### config.mk
export PLATFORM = sky130hd
export DESIGN_NAME = sdram_arbiter_flat
export DESIGN_NICKNAME = d
export VERILOG_FILES = /design/src/rtl/sdram_arbiter_if.sv /design/src/rtl/sdram_arbiter.sv /design/src/flat_wrapper.sv
export SDC_FILE = /design/constraint.sdc
export NUM_CORES = 1
export LEC_CHECK = 0
export BUFFER_PORTS_ARGS = -buffer_cell sky130_fd_sc_hd__buf_2
export CAP_MARGIN = 20
export CORE_MARGIN = 1
export CORE_UTILIZATION = 39
export CTS_CLUSTER_DIAMETER = 30
export DETAILED_ROUTE_END_ITERATION = 10
export HOLD_SLACK_MARGIN = 0.05
export PLACE_DENSITY = 0.7
export SETUP_SLACK_MARGIN = 0.5
export SLEW_MARGIN = 10
export SYNTH_ARGS = -nofsm -noshare
export SYNTH_HDL_FRONTEND = slang
export SYNTH_SLANG_ARGS = --single-unit
### constraint.sdc
create_clock -name clk -period 3.7 [get_ports clk]
set_clock_uncertainty 0.1 [all_clocks]
set_input_delay 0.74 -clock clk [delete_from_list [all_inputs] [get_ports clk]]
set_output_delay 0.74 -clock clk [all_outputs]
set_load 0.005 [all_outputs]
### src/rtl/sdram_arbiter_if.sv
// rtl/sdram_arbiter_if.sv - requester ports and controller-side bus of the two-port SDRAM arbiter
// slave is the arbiter side; master is the requesters plus controller side.
interface sdram_arbiter_if #(
  parameter int ADDR_WIDTH = 25,
  parameter int DATA_WIDTH = 8
);
  logic                  p0_req;
  logic                  p0_we;
  logic [ADDR_WIDTH-1:0] p0_addr;
  logic [DATA_WIDTH-1:0] p0_wdata;
  logic                  p0_ack;
  logic                  p0_done;
  logic                  p0_err;
  logic [DATA_WIDTH-1:0] p0_rdata;

  logic                  p1_req;
  logic                  p1_we;
  logic [ADDR_WIDTH-1:0] p1_addr;
  logic [DATA_WIDTH-1:0] p1_wdata;
  logic                  p1_ack;
  logic                  p1_done;
  logic                  p1_err;
  logic [DATA_WIDTH-1:0] p1_rdata;

  logic [ADDR_WIDTH-1:0] sd_addr;
  logic [DATA_WIDTH-1:0] sd_wr_data;
  logic                  sd_wr_enable;
  logic                  sd_rd_enable;
  logic [DATA_WIDTH-1:0] sd_rd_data;
  logic                  sd_rd_ready;
  logic                  sd_busy;
  logic                  sd_ack;
  logic                  arb_busy;
  logic                  owner;

  modport slave (
    input  p0_req, p0_we, p0_addr, p0_wdata,
    output p0_ack, p0_done, p0_err, p0_rdata,
    input  p1_req, p1_we, p1_addr, p1_wdata,
    output p1_ack, p1_done, p1_err, p1_rdata,
    output sd_addr, sd_wr_data, sd_wr_enable, sd_rd_enable,
    input  sd_rd_data, sd_rd_ready, sd_busy, sd_ack,
    output arb_busy, owner
  );

  modport master (
    output p0_req, p0_we, p0_addr, p0_wdata,
    input  p0_ack, p0_done, p0_err, p0_rdata,
    output p1_req, p1_we, p1_addr, p1_wdata,
    input  p1_ack, p1_done, p1_err, p1_rdata,
    input  sd_addr, sd_wr_data, sd_wr_enable, sd_rd_enable,
    output sd_rd_data, sd_rd_ready, sd_busy, sd_ack,
    input  arb_busy, owner
  );
endinterface

### src/rtl/sdram_arbiter.sv
// rtl/sdram_arbiter.sv - two-port round-robin arbiter in front of the sdram controller
// One transaction in flight; a cycle timer aborts anything the controller never finishes.
module sdram_arbiter #(
  parameter int ADDR_WIDTH = 25,
  parameter int DATA_WIDTH = 8,
  parameter int TIMEOUT    = 1023
) (
  input logic           clk,
  input logic           rst,
  sdram_arbiter_if.slave bus
);
  localparam int TW = $clog2(TIMEOUT + 1);
  localparam logic [TW-1:0] TIMER_MAX = TW'(TIMEOUT);

  typedef enum logic [1:0] {IDLE, ISSUE, WAIT_RD, WAIT_WR} state_t;

  state_t                state, state_n;
  logic [TW-1:0]         timer, timer_n;
  logic                  last_grant, last_grant_n;
  logic                  owner_q, owner_n;
  logic                  busy_q, busy_n;
  logic [ADDR_WIDTH-1:0] addr_q, addr_n;
  logic [DATA_WIDTH-1:0] wdata_q, wdata_n;
  logic                  wr_en_q, wr_en_n;
  logic                  rd_en_q, rd_en_n;
  logic [1:0]            ack_q, ack_n;
  logic [1:0]            done_q, done_n;
  logic [1:0]            err_q, err_n;
  logic [DATA_WIDTH-1:0] rdata0_q, rdata0_n;
  logic [DATA_WIDTH-1:0] rdata1_q, rdata1_n;
  logic                  sel;
  logic                  sel_we;
  logic                  timed_out;

  // A tie goes to the port that did not win last time.
  assign sel       = (bus.p0_req && bus.p1_req) ? ~last_grant : bus.p1_req;
  assign sel_we    = sel ? bus.p1_we : bus.p0_we;
  assign timed_out = (timer == TIMER_MAX);

  always_comb begin
    state_n      = state;
    timer_n      = timer;
    last_grant_n = last_grant;
    owner_n      = owner_q;
    addr_n       = addr_q;
    wdata_n      = wdata_q;
    wr_en_n      = wr_en_q;
    rd_en_n      = rd_en_q;
    ack_n        = 2'b00;
    done_n       = 2'b00;
    err_n        = 2'b00;
    rdata0_n     = rdata0_q;
    rdata1_n     = rdata1_q;

    case (state)
      IDLE: begin
        if (bus.p0_req || bus.p1_req) begin
          state_n      = ISSUE;
          owner_n      = sel;
          last_grant_n = sel;
          ack_n[sel]   = 1'b1;
          addr_n       = sel ? bus.p1_addr : bus.p0_addr;
          wdata_n      = sel ? bus.p1_wdata : bus.p0_wdata;
          wr_en_n      = sel_we;
          rd_en_n      = ~sel_we;
          timer_n      = '0;
        end
      end
      ISSUE: begin
        timer_n = timer + TW'(1);
        if (bus.sd_ack) begin
          // A read-ready arriving with the ack is ignored; data follows later.
          wr_en_n = 1'b0;
          rd_en_n = 1'b0;
          timer_n = '0;
          state_n = rd_en_q ? WAIT_RD : WAIT_WR;
        end else if (timed_out) begin
          wr_en_n        = 1'b0;
          rd_en_n        = 1'b0;
          done_n[owner_q] = 1'b1;
          err_n[owner_q]  = 1'b1;
          state_n        = IDLE;
        end
      end
      WAIT_RD, WAIT_WR: begin
        timer_n = timer + TW'(1);
        if ((state == WAIT_RD) ? bus.sd_rd_ready : ~bus.sd_busy) begin
          done_n[owner_q] = 1'b1;
          if (state == WAIT_RD) begin
            if (owner_q) rdata1_n = bus.sd_rd_data;
            else         rdata0_n = bus.sd_rd_data;
          end
          state_n = IDLE;
        end else if (timed_out) begin
          done_n[owner_q] = 1'b1;
          err_n[owner_q]  = 1'b1;
          state_n        = IDLE;
        end
      end
      default: state_n = IDLE;
    endcase

    busy_n = (state_n != IDLE);
  end

  always_ff @(posedge clk or posedge rst) begin
    if (rst) begin
      state      <= IDLE;
      timer      <= '0;
      last_grant <= 1'b1;
      owner_q    <= 1'b0;
      busy_q     <= 1'b0;
      addr_q     <= '0;
      wdata_q    <= '0;
      wr_en_q    <= 1'b0;
      rd_en_q    <= 1'b0;
      ack_q      <= 2'b00;
      done_q     <= 2'b00;
      err_q      <= 2'b00;
      rdata0_q   <= '0;
      rdata1_q   <= '0;
    end else begin
      state      <= state_n;
      timer      <= timer_n;
      last_grant <= last_grant_n;
      owner_q    <= owner_n;
      busy_q     <= busy_n;
      addr_q     <= addr_n;
      wdata_q    <= wdata_n;
      wr_en_q    <= wr_en_n;
      rd_en_q    <= rd_en_n;
      ack_q      <= ack_n;
      done_q     <= done_n;
      err_q      <= err_n;
      rdata0_q   <= rdata0_n;
      rdata1_q   <= rdata1_n;
    end
  end

  assign bus.p0_ack       = ack_q[0];
  assign bus.p1_ack       = ack_q[1];
  assign bus.p0_done      = done_q[0];
  assign bus.p1_done      = done_q[1];
  assign bus.p0_err       = err_q[0];
  assign bus.p1_err       = err_q[1];
  assign bus.p0_rdata     = rdata0_q;
  assign bus.p1_rdata     = rdata1_q;
  assign bus.sd_addr      = addr_q;
  assign bus.sd_wr_data   = wdata_q;
  assign bus.sd_wr_enable = wr_en_q;
  assign bus.sd_rd_enable = rd_en_q;
  assign bus.arb_busy     = busy_q;
  assign bus.owner        = owner_q;
endmodule

### src/flat_wrapper.sv
// flat-port wrapper written by rule: the top's interface ports become plain ports
module sdram_arbiter_flat 
#(
  parameter int ADDR_WIDTH = 25,
  parameter int DATA_WIDTH = 8,
  parameter int TIMEOUT    = 1023
)
  (clk, rst, bus_p0_req, bus_p0_we, bus_p0_addr, bus_p0_wdata, bus_p0_ack, bus_p0_done, bus_p0_err, bus_p0_rdata, bus_p1_req, bus_p1_we, bus_p1_addr, bus_p1_wdata, bus_p1_ack, bus_p1_done, bus_p1_err, bus_p1_rdata, bus_sd_addr, bus_sd_wr_data, bus_sd_wr_enable, bus_sd_rd_enable, bus_sd_rd_data, bus_sd_rd_ready, bus_sd_busy, bus_sd_ack, bus_arb_busy, bus_owner);
  sdram_arbiter_if #(.ADDR_WIDTH(ADDR_WIDTH), .DATA_WIDTH(DATA_WIDTH)) bus_i ();
  input logic clk;
  input logic rst;
  input wire logic [$bits(bus_i.p0_req)-1:0] bus_p0_req;
  input wire logic [$bits(bus_i.p0_we)-1:0] bus_p0_we;
  input wire logic [$bits(bus_i.p0_addr)-1:0] bus_p0_addr;
  input wire logic [$bits(bus_i.p0_wdata)-1:0] bus_p0_wdata;
  output wire logic [$bits(bus_i.p0_ack)-1:0] bus_p0_ack;
  output wire logic [$bits(bus_i.p0_done)-1:0] bus_p0_done;
  output wire logic [$bits(bus_i.p0_err)-1:0] bus_p0_err;
  output wire logic [$bits(bus_i.p0_rdata)-1:0] bus_p0_rdata;
  input wire logic [$bits(bus_i.p1_req)-1:0] bus_p1_req;
  input wire logic [$bits(bus_i.p1_we)-1:0] bus_p1_we;
  input wire logic [$bits(bus_i.p1_addr)-1:0] bus_p1_addr;
  input wire logic [$bits(bus_i.p1_wdata)-1:0] bus_p1_wdata;
  output wire logic [$bits(bus_i.p1_ack)-1:0] bus_p1_ack;
  output wire logic [$bits(bus_i.p1_done)-1:0] bus_p1_done;
  output wire logic [$bits(bus_i.p1_err)-1:0] bus_p1_err;
  output wire logic [$bits(bus_i.p1_rdata)-1:0] bus_p1_rdata;
  output wire logic [$bits(bus_i.sd_addr)-1:0] bus_sd_addr;
  output wire logic [$bits(bus_i.sd_wr_data)-1:0] bus_sd_wr_data;
  output wire logic [$bits(bus_i.sd_wr_enable)-1:0] bus_sd_wr_enable;
  output wire logic [$bits(bus_i.sd_rd_enable)-1:0] bus_sd_rd_enable;
  input wire logic [$bits(bus_i.sd_rd_data)-1:0] bus_sd_rd_data;
  input wire logic [$bits(bus_i.sd_rd_ready)-1:0] bus_sd_rd_ready;
  input wire logic [$bits(bus_i.sd_busy)-1:0] bus_sd_busy;
  input wire logic [$bits(bus_i.sd_ack)-1:0] bus_sd_ack;
  output wire logic [$bits(bus_i.arb_busy)-1:0] bus_arb_busy;
  output wire logic [$bits(bus_i.owner)-1:0] bus_owner;
  assign bus_i.p0_req = bus_p0_req;
  assign bus_i.p0_we = bus_p0_we;
  assign bus_i.p0_addr = bus_p0_addr;
  assign bus_i.p0_wdata = bus_p0_wdata;
  assign bus_p0_ack = bus_i.p0_ack;
  assign bus_p0_done = bus_i.p0_done;
  assign bus_p0_err = bus_i.p0_err;
  assign bus_p0_rdata = bus_i.p0_rdata;
  assign bus_i.p1_req = bus_p1_req;
  assign bus_i.p1_we = bus_p1_we;
  assign bus_i.p1_addr = bus_p1_addr;
  assign bus_i.p1_wdata = bus_p1_wdata;
  assign bus_p1_ack = bus_i.p1_ack;
  assign bus_p1_done = bus_i.p1_done;
  assign bus_p1_err = bus_i.p1_err;
  assign bus_p1_rdata = bus_i.p1_rdata;
  assign bus_sd_addr = bus_i.sd_addr;
  assign bus_sd_wr_data = bus_i.sd_wr_data;
  assign bus_sd_wr_enable = bus_i.sd_wr_enable;
  assign bus_sd_rd_enable = bus_i.sd_rd_enable;
  assign bus_i.sd_rd_data = bus_sd_rd_data;
  assign bus_i.sd_rd_ready = bus_sd_rd_ready;
  assign bus_i.sd_busy = bus_sd_busy;
  assign bus_i.sd_ack = bus_sd_ack;
  assign bus_arb_busy = bus_i.arb_busy;
  assign bus_owner = bus_i.owner;
  sdram_arbiter #(.ADDR_WIDTH(ADDR_WIDTH), .DATA_WIDTH(DATA_WIDTH), .TIMEOUT(TIMEOUT)) u_core (.clk(clk), .rst(rst), .bus(bus_i));
endmodule
==> impl_metrics.env, run 1 <==
export IMPL_status="complete, no violations"
export IMPL_port_buffers=141
export IMPL_dieArea_sq_um=8635
export IMPL_ys_async_sr_fraction_pct=100.0
export IMPL_ys_types=43
export IMPL_max_freq_mhz=455.4
export IMPL_grt_pass1_vias=2490
export IMPL_die_x_microns=92.93
export IMPL_ios=142
export IMPL_post_route_min_period_ps=2196
export IMPL_vias=2605
export IMPL_max_stage_delay_ps=900
export IMPL_path_clk_slew_ps=70
export IMPL_yosysMostFrequentCell="dfrtp_1"
export IMPL_maxCapViolCount=0
export IMPL_crit_fanout=47
export IMPL_grt_max_degree=51
export IMPL_synth_area_leaders="dfrtp_1, mux2i_1, mux2_1"
export IMPL_critPathLaunch="u_core.state[1]"
export IMPL_routed_wl_microns=7395
export IMPL_yosys_warnings=0
export IMPL_maxSlewHeadroom_pct=50.21
export IMPL_worstPathRequired_ps=3810
export IMPL_synth_edf_count=0
export IMPL_cts_root_buf="clkbuf_8"
export IMPL_cts_tree="yes"
export IMPL_slew_viol_final=0
export IMPL_fin_nets=512
export IMPL_cts_resized=0
export IMPL_synth_fp_nets=373
export IMPL_postCtsSetupRepairBufs=0
export IMPL_cts_buffer_depth=2
export IMPL_syn_to_final_growth_pct=29.96
export IMPL_dpl_hpwl_microns=5619
export IMPL_place_ws_ps=1226
export IMPL_p_leak_nw=2.175
export IMPL_die_h_microns=92.93
export IMPL_synth_seq_cells=72
export IMPL_synthCells=289
export IMPL_clock_latency_ps=330
export IMPL_cp_top_family="simple AND/OR/NAND/NOR gates"
export IMPL_hold_violations=0
export IMPL_rsz0062_at_grt="no"
export IMPL_wire_per_inst_microns=13.85
export IMPL_h_tree_depth=3
export IMPL_end_kind="flip-flop"
export IMPL_n_fill_cell=754
export IMPL_critPathSlowestCell="or3_2"
export IMPL_totalNegativeSetupSlack_ps=0
export IMPL_grt_pass1_wl_microns=11790
export IMPL_num_rows=32
export IMPL_layout_drive_gt1_share_pct=38.19
export IMPL_ys_seq_area_share_pct=55.92
export IMPL_antenna_found_initial=0
export IMPL_drt_iter0_markers=109
export IMPL_syn_area_sq_um=3224
export IMPL_grtUsageTotal_pct=17.56
export IMPL_cts_inserted_buffers=9
export IMPL_yosysTopAreaCell="dfrtp_1"
export IMPL_layout_worst_path_cycle_share_pct=59.34
export IMPL_fin_area_sq_um=4190
export IMPL_ys_flop_type="dfrtp_1"
export IMPL_vdd_drop_max_mv=0.4004
export IMPL_avgSynthCellArea_sq_um=11.16
export IMPL_core_area_sq_um=7848
export IMPL_reg2reg_from="u_core.state[1]"
export IMPL_antenna_cells=0
export IMPL_pwr_density_cell_nw_per_um2=701.4
export IMPL_worstPathCellList="or3_2 -> buf_4 -> nand2_1 -> o21ai_1"
export IMPL_place_gp_congestion=0.8339
export IMPL_overflow=0
export IMPL_worstMarginPinSlew_ps=746.8
export IMPL_antenna_left=0
export IMPL_worst_slack_ps=1504
export IMPL_place_area_sq_um=4018
export IMPL_rrSetupSlack_ps=1500
export IMPL_synthTopCellsByCount="dfrtp_1, nand2_1, mux2i_1, o21ai_1, mux2_1"
export IMPL_path_class="flip-flop to flip-flop"
export IMPL_arrival_ps=2310
export IMPL_crit_buf_inv=1
export IMPL_ctsHoldBuffers=0
export IMPL_synth_top_area_share_pct=55.10
export IMPL_worst_setup_path_start_kind="flip-flop"
export IMPL_viasPerCell=4.878
export IMPL_setup_violations=0
export IMPL_cts_sinks=72
export IMPL_drc=0
export IMPL_start_util_pct=41.09
export IMPL_hp_class="primary input to asynchronous set/reset pin"
export IMPL_dr_pass1_iters=4
[report_power, final]
group / switching (mW) / total (mW) / internal (mW)
Clock: 0.271 / 0.546 / 0.274
Sequential: 0.221 / 1.34 / 1.12
Combinational: 0.550 / 1.06 / 0.506
[final cells by class]
| type | instances | area (sq um) | area share (%) |
|---|---|---|---|
| Clock buffer | 12 | 155.1 | 3.703 |
| Timing Repair Buffer | 144 | 728.2 | 17.38 |
| Tap cell | 102 | 127.6 | 3.046 |
| Inverter | 7 | 26.28 | 0.6271 |
| Multi-Input combinational cell | 194 | 1333 | 31.80 |
| Clock inverter | 3 | 17.52 | 0.4180 |
| Sequential cell | 72 | 1803 | 43.03 |
[final timing paths]
check	endpoint	cells after the start
min	u_core.bus.p1_rdata[0]	2
max in group asynchronous	u_core.timer[0]	3
min in group clk	u_core.bus.sd_addr[1]	2
min reg2reg	u_core.bus.sd_addr[1]	2
max reg2reg	u_core.bus.sd_wr_data[0]	4
max	u_core.bus.sd_wr_data[0]	4
[layer usage]
metal / track usage, % / up-vias / part of all wire, %
met2: 29.53 / 82 / 50
li1: - / 1281 / -
met5: 0 / - / 0
met3: 3.859 / 5 / 4.8
met4: 4.872 / 0 / 0.82
met1: 22.72 / 1237 / 44
[per-stage QoR]
step                hold slack (ps)  total power, mW  util [%]  cells
global route                  339.2            3.175     53.40    534
finish                        315.9            2.939     53.40    534
global placement              362.6            2.376     51.20    519
floorplan                     379.3            1.938         -    289
detailed placement            370.6            2.430     51.20    519
CTS                           321.9            2.976     53.40    534
[cells in the final DEF, fill, tap and decap left out, types with 2 or more instances in the layout]
cell / instances
nand2b_1: 3
and2_1: 3
mux2_1: 16
clkinv_2: 2
nor2_1: 11
and4_1: 3
buf_2: 141
buf_4: 3
nand3_1: 3
a21o_1: 2
clkbuf_8: 11
a21oi_1: 2
nand2_1: 40
xor2_1: 4
dfrtp_1: 71
and3_1: 3
o21ai_1: 35
nor3_1: 3
xnor2_1: 3
nor2b_1: 3
o211ai_1: 2
mux2i_1: 35
nand4_1: 2
o2bb2ai_1: 2
o21a_1: 2
inv_1: 6
[sequential cells by signal, indices dropped and copies added (netlist names)]
name / count
u_core.bus.arb_busy: 1
u_core.state: 2
u_core.bus.sd_rd_enable: 1
u_core.bus.sd_wr_data: 8
u_core.ack_q: 2
u_core.bus.sd_wr_enable: 1
u_core.bus.p0_rdata: 8
u_core.done_q: 2
u_core.bus.p1_rdata: 8
u_core.bus.sd_addr: 25
u_core.bus.owner: 1
u_core.err_q: 2
u_core.last_grant: 1
u_core.timer: 10
[logic make-up after synthesis]
family,after synthesis,synth area share (%)
AOI/OAI and AO/OA,53,9.740
xor gates and xnor gates,7,1.901
adders and majority gates,1,0.3880
buffers and inverters,23,3.144
DFF,72,55.92
muxes,51,16.45
and+or+nand+nor,82,12.46
Note: power is estimated with default switching activity, not from simulation.
==> run 2: changes to the inputs <==
==> constraint.sdc (replaced) <==
create_clock -name clk -period 2.2 [get_ports clk]
set_clock_uncertainty 0.1 [all_clocks]
set_input_delay 0.44 -clock clk [delete_from_list [all_inputs] [get_ports clk]]
set_output_delay 0.44 -clock clk [all_outputs]
set_load 0.005 [all_outputs]
==> impl_metrics.env, run 2 (synthesis gave the netlist of run 1 again) <==
export IMPL_largest_register_ffs=25
export IMPL_maxSlewHeadroom_pct=69.29
export IMPL_worst_setup_path_start_kind="flip-flop"
export IMPL_ios=142
export IMPL_dpl_hpwl_microns=5497
export IMPL_num_rows=32
export IMPL_drt_iter0_markers=67
export IMPL_grt_pass1_wl_microns=11340
export IMPL_syn_to_final_growth_pct=33.18
export IMPL_place_gp_congestion=0.7673
export IMPL_routed_wl_microns=7319
export IMPL_maxCapViolCount=0
export IMPL_vdd_drop_max_mv=0.7863
export IMPL_grt_max_degree=73
export IMPL_end_kind="flip-flop"
export IMPL_cts_tree="yes"
export IMPL_drc=0
export IMPL_wire_per_inst_microns=13.55
export IMPL_whs_ps=101.5
export IMPL_setup_violations=0
export IMPL_crit_fanout=6
export IMPL_worstMarginPinSlew_ps=455.6
export IMPL_hp_class="primary input to asynchronous set/reset pin"
export IMPL_cts_buffer_depth=2
export IMPL_mostFrequentLayoutCells="buf_2, dfrtp_1, nand2_1"
export IMPL_cts_inserted_buffers=9
export IMPL_h_tree_depth=3
export IMPL_final_common_cell="buf_2"
export IMPL_grtUsageTotal_pct=16.87
export IMPL_path_clk_slew_ps=70
export IMPL_layout_worst_path_cycle_share_pct=74.10
export IMPL_slew_viol_final=0
export IMPL_max_freq_mhz=613.5
export IMPL_rsz0062_at_grt="yes"
export IMPL_place_ws_ps=315.2
export IMPL_dr_pass1_iters=4
export IMPL_place_inst=521
export IMPL_antenna_cells=0
export IMPL_start_util_pct=41.09
export IMPL_clock_latency_ps=330
export IMPL_ctsHoldBuffers=0
export IMPL_core_area_sq_um=7848
export IMPL_place_area_sq_um=4074
export IMPL_worst_slack_ps=569.9
export IMPL_die_x_microns=92.93
export IMPL_n_fill_cell=717
export IMPL_totalNegativeSetupSlack_ps=0
export IMPL_pwr_density_cell_nw_per_um2=1177
export IMPL_fin_nets=518
export IMPL_vias=2608
export IMPL_die_h_microns=92.93
export IMPL_status="complete, no violations"
export IMPL_cts_sinks=72
export IMPL_post_route_min_period_ps=1630
export IMPL_fin_area_sq_um=4294
export IMPL_layout_drive_gt1_share_pct=40.41
export IMPL_hold_violations=0
export IMPL_layoutNonFillerInstCount=540
export IMPL_dieArea_sq_um=8635
export IMPL_worstPathRequired_ps=2310
export IMPL_viasPerCell=4.830
export IMPL_grt_pass1_vias=2447
export IMPL_arrival_ps=1740
export IMPL_p_leak_nw=2.216
export IMPL_path_class="flip-flop to flip-flop"
export IMPL_overflow=0
export IMPL_port_buffers=141
export IMPL_cts_root_buf="clkbuf_8"
export IMPL_antenna_left=0
export IMPL_antenna_found_initial=0
==> run 2: cell types whose count changed in the layout (fill, tap and decap cells not counted), moves of 3 or more <==
cell	previous run	this run
buf_12	0	3
buf_4	3	6
dfrtp_1	71	68
dfrtp_2	0	3
==> run 2: per-stage QoR <==
stage	util (%)	power, mW
2_1_floorplan	-	3.260
3_3_place_gp	51.91	4.044
3_5_place_dp	51.91	4.140
4_1_cts	54.23	5.074
5_1_grt	54.72	5.458
6_report	54.72	5.056
==> run 2: worst max-delay path: stages (launching register included) <==
cell and delay, ps:
dfrtp_2 450, buf_4 150, o41ai_2 480, nor3_1 120
xnor2_1 160, nor2_1 50
==> run 2: final timing paths <==
kind	start	endpoint	slack (ps)	cells past startpoint
setup reg to reg	u_core.state[0]	u_core.timer[6]	570	5
hold / removal	rst	u_core.bus.p1_rdata[3]	100	3
max in group asynchronous	rst	u_core.last_grant	1550	3
hold reg to reg	u_core.bus.p0_rdata[5]	u_core.bus.p0_rdata[5]	380	1
setup / recovery	u_core.state[0]	u_core.timer[6]	570	5
min in group clk	bus_sd_rd_data[7]	u_core.bus.p1_rdata[7]	230	2
==> run 2: routing by layer <==
metal  track usage [%]  vias to the layer above  share of wire (%)
met5                 0                        -                  0
met4             5.513                        0                2.1
met3             4.433                       13                5.5
met2             28.25                       90                 50
met1             21.14                     1208                 42
li1                  -                     1297                  -
==> run 2: power breakdown <==
part	leakage [nW]	internal, mW	switching, mW
Clock	0.0882	0.461	0.441
Sequential	0.901	1.88	0.329
Combinational	1.23	0.963	0.979
Total	2.22	3.31	1.75
==> run 2: final cells by class <==
| type | instances | area (sq um) | area share, % |
|---|---|---|---|
| clock buffers | 12 | 155.1 | 3.613 |
| clock inverters | 3 | 17.52 | 0.4079 |
| flip-flops and latches | 72 | 1807 | 42.07 |
| inverters | 7 | 30.03 | 0.6993 |
| well taps | 102 | 127.6 | 2.972 |
| multi-input cells | 194 | 1346 | 31.35 |
| repair buffers | 150 | 810.8 | 18.88 |
==> run 2: what timing repair did <==
action	in CTS	in global routing
setup buffers	0	4
pin swaps	0	1
setup endpoints to repair	45	19
resized for setup	3	6
